**src/rtl/pwm.sv**
```systemverilog
// ---------------------------------------------------------------------------
// pwm -- fixed-period pulse-width modulator.
//
// A WIDTH-bit counter runs 0 .. 2^WIDTH-2 (period of 2^WIDTH-1 cycles).
// The requested level on din is captured into a shadow duty register only
// at the period boundary, so every period is generated from one stable
// duty value and no truncated or stretched pulses can occur.
//
// Ports:
//   clk    system clock, all state updates on its rising edge
//   rst_n  asynchronous active-low reset (clears counter and duty)
//   din    requested duty level, 0 = always low, 2^WIDTH-1 = always high
//   sout   PWM output, high for the first 'duty' cycles of each period
// ---------------------------------------------------------------------------
module pwm #(
   parameter int WIDTH = 8
) (
   input  logic             clk,
   input  logic             rst_n,
   input  logic [WIDTH-1:0] din,
   output logic             sout
);

   // Last count of a period; the all-ones value is never reached, which is
   // what lets duty = 2^WIDTH-1 keep sout high on every cycle.
   localparam logic [WIDTH-1:0] CNT_LAST = {{(WIDTH-1){1'b1}}, 1'b0};
   localparam logic [WIDTH-1:0] CNT_ZERO = {WIDTH{1'b0}};
   localparam logic [WIDTH-1:0] CNT_ONE  = {{(WIDTH-1){1'b0}}, 1'b1};

   logic [WIDTH-1:0] cnt_r;
   logic [WIDTH-1:0] duty_r;
   logic [WIDTH-1:0] cnt_nxt_s;
   logic [WIDTH-1:0] duty_nxt_s;
   logic             at_last_s;

   // Next-state logic: wrap the counter and capture din at the period boundary.
   always_comb begin
      at_last_s  = (cnt_r == CNT_LAST);
      cnt_nxt_s  = cnt_r;
      duty_nxt_s = duty_r;
      if (at_last_s) begin
         cnt_nxt_s  = CNT_ZERO;
         duty_nxt_s = din;
      end else begin
         cnt_nxt_s  = cnt_r + CNT_ONE;
         duty_nxt_s = duty_r;
      end
   end

   // Counter and shadow duty registers with asynchronous reset.
   always_ff @(posedge clk or negedge rst_n) begin
      if (!rst_n) begin
         cnt_r  <= CNT_ZERO;
         duty_r <= CNT_ZERO;
      end else begin
         cnt_r  <= cnt_nxt_s;
         duty_r <= duty_nxt_s;
      end
   end

   // Output decode from flops only; reset clears both operands, so sout
   // falls immediately when rst_n is asserted.
   assign sout = (cnt_r < duty_r);

endmodule

```
**config.mk**
```make
export PLATFORM = sky130hd
export DESIGN_NAME = pwm
export DESIGN_NICKNAME = d
export VERILOG_FILES = /design/src/rtl/pwm.sv
export SDC_FILE = /design/constraint.sdc
export NUM_CORES = 1
export LEC_CHECK = 0
export CORE_MARGIN = 8
export CORE_UTILIZATION = 40
export CTS_BUF_LIST = sky130_fd_sc_hd__clkbuf_2
export CTS_CLUSTER_DIAMETER = 80
export CTS_CLUSTER_SIZE = 16
export DETAILED_ROUTE_END_ITERATION = 10
export PLACE_DENSITY_LB_ADDON = 0.25
export SLEW_MARGIN = 20
export SYNTH_ARGS = -nofsm -noshare
export SYNTH_HDL_FRONTEND = slang
export SYNTH_SLANG_ARGS = --single-unit
```
**constraint.sdc**
```tcl
create_clock -name clk -period 2 [get_ports clk]
set_input_delay 0.2 -clock clk [delete_from_list [all_inputs] [get_ports clk]]
set_output_delay 0.2 -clock clk [all_outputs]
set_load 0.05 [all_outputs]
```
==> results.cfg <==
[sta]
finalSetupViolCount = 0
whs_ns = 0.194
finalClockSkew_ns = 0.00116
worstMarginPinSlew_ns = 0.407
finalCritPeriodShare_pct = 98.6
rsz0062_at_grt = yes
max_slew_margin_pct = 72.8
finalHoldViolations = 0
finalCriticalPeriod_ns = 1.97
finalMaxSlewViolations = 0
setup_ws_ns = 0.0272
max_freq_ghz = 0.507
tns_ns = 0

[power]
peakVddDrop_mv = 0.430
power.density_mw_per_mm2 = 433
power.leakage_nw = 0.512
p_total_uw = 497

[synth]
syn_inst = 79
yosysWarnings = 0
ys_ff_latch = 16
ys.flop_type = dfrtp_1
yosysSeqAreaShare_pct = 43.8
synth_cell_types = 25
syn-cell-area_um2 = 913
avgSynthCellArea_um2 = 11.6
async_flop_share_pct = 100
synth_edf_count = 0
syn_nets = 98

[floorplanning]
ioPinCount = 11
dieArea_mm2 = 0.00407
fp.dieW_um = 63.8
die_y_um = 63.8
rows = 17
core_mm2 = 0.00219
initial_core_util_pct = 41.7

[cts]
cts.root.buffer_cell = clkbuf_2
clk_pin_slew_worst_paths_ns = 0.15
clock_path_buffers = 2
cts_tree = yes
clock_latency_ns = 0.29
cts_hold_buf = 0
htree_levels = 1
cts_sinks = 16
cts_buffers = 3

[layout]
nNetsFinal = 118
utilization_pct = 52.4
fillers = 205
n_antenna_cell = 0
drive_above_1_share_pct = 31.6
area.growth.synth_to_final_pct = 25.6
final_cell_mix = dfrtp_1, clkdlybuf4s50_1, inv_1
layout_commonest_cell = dfrtp_1

[grt]
overflow = 0
antenna_found_initial = 0
grt_util_met1_pct = 11.5
busiest_layer = met2
global_route.usage.met3_pct = 4.36
grt_pass1_vias = 700
grt_start_max_net_pins = 17
grt_use_total_pct = 9.56
use_met2_pct = 14.8
grt_first_pass_wirelength_um = 3150

[worst_setup_path]
r2r_slack_ns = 0.34
required_ns = 1.80
worstPathMaxFanout = 2
crit_path_start = cnt_r[5]
r2r_cells = 5
cp_data_arrival_time_ns = 1.77
critPathLaunchType = flop
setup.worst_path.class = flop to primary output
rr_startpoint = cnt_r[0]
crit_path_end_kind = primary output
timing.rr.end = duty_r[7]

[drt]
vias = 634
drc = 0
drt-initial-drc-count = 12
first_pass_iters = 4
ant_nets = 0
wl_per_cell_um = 13.4
vias_per_cell = 5.03
routed_wl_um = 1690

[job]
cap_viol_max_count = 0

[placed_design]
portBuffers = 10
post-place-ws_ns = 0.240
hpwl_um = 1210
place.gp.congestion = 0.827

[hold_path]
hold_class = primary input to async pin

[run_status]
status = complete, no violations
-- synth_stat cells, types with 2 or more instances --
library cell  count  area [um2]
a21oi_1           3        15.0
ha_1              9         113
mux2_2            3        33.8
mux2_4            6        90.1
nand3_1           4        20.0
nand2_1           3        11.3
inv_1            10        37.5
dfrtp_1          16         400
or3_1             2        12.5
a21o_1            3        22.5
nor2_1            5        18.8
o21ai_0           2        10.0
-- worst max-delay path, stage by stage, from the launching register on --
cell	delay, ns
dfrtp_1	0.42
ha_1	0.31
and3_4	0.18
a221oi_2	0.22
o21a_1	0.20
buf_12	0.15
-- registers in the layout, indices dropped and copies added (netlist names) --
name and cells:
cnt_r 8, duty_r 8
-- kinds of logic after synthesis --
| family | count (synthesis) | share of synthesized area, % |
|---|---|---|
| muxes | 9 | 13.6 |
| adders and majority gates | 9 | 12.3 |
| and+or+nand+nor | 19 | 12.5 |
| buffers and inverters | 11 | 6.30 |
| xor gates and xnor gates | 2 | 1.92 |
| AOI/OAI and AO/OA | 13 | 9.59 |
| DFF | 16 | 43.8 |
-- how the worst max path moves through the flow --
stage               endpoint  depth (start not counted)
global route            sout                          5
detailed placement      sout                          5
CTS                     sout                          6
global placement        sout                          5
floorplan               sout                          4
finish                  sout                          5
-- metal layers --
metal  part of all wire, %  vias up
met2                    47       15
met5                     0        -
met1                    46      303
met4                  0.89        0
met3                   5.4        4
li1                      -      312
-- final cells by class --
cell class / count / area (um2) / share of cell area [%]
multi-input cells: 52 / 498 / 43.4
repair buffers: 16 / 155 / 13.5
flip-flops and latches: 16 / 403 / 35.1
clock buffers: 3 / 15.0 / 1.31
clock inverters: 1 / 3.75 / 0.327
inverters: 10 / 37.5 / 3.27
well taps: 28 / 35.0 / 3.05
-- where the power goes --
part	internal [mW]	leakage (nW)	total (mW)	switching [mW]
combinational	0.0167	0.292	0.0253	0.00853
clock	0.0434	0.0140	0.148	0.105
sequential	0.324	0.206	0.324	0
total	0.384	0.512	0.497	0.113
-- what timing repair did --
action / CTS / global route
resized for setup: 5 / 4
pin swaps: 5 / 3
setup endpoints to repair: 1 / 1
buffers inserted: 4 / 0
-- per-stage QoR --
stage / cell area [um2] / instances
finish: 1150 / 126
global placement: 1050 / 118
detailed placement: 1050 / 118
global route: 1150 / 126
CTS: 1130 / 126
floorplan: 913 / 79
Note: power is estimated with default switching activity, not from simulation.
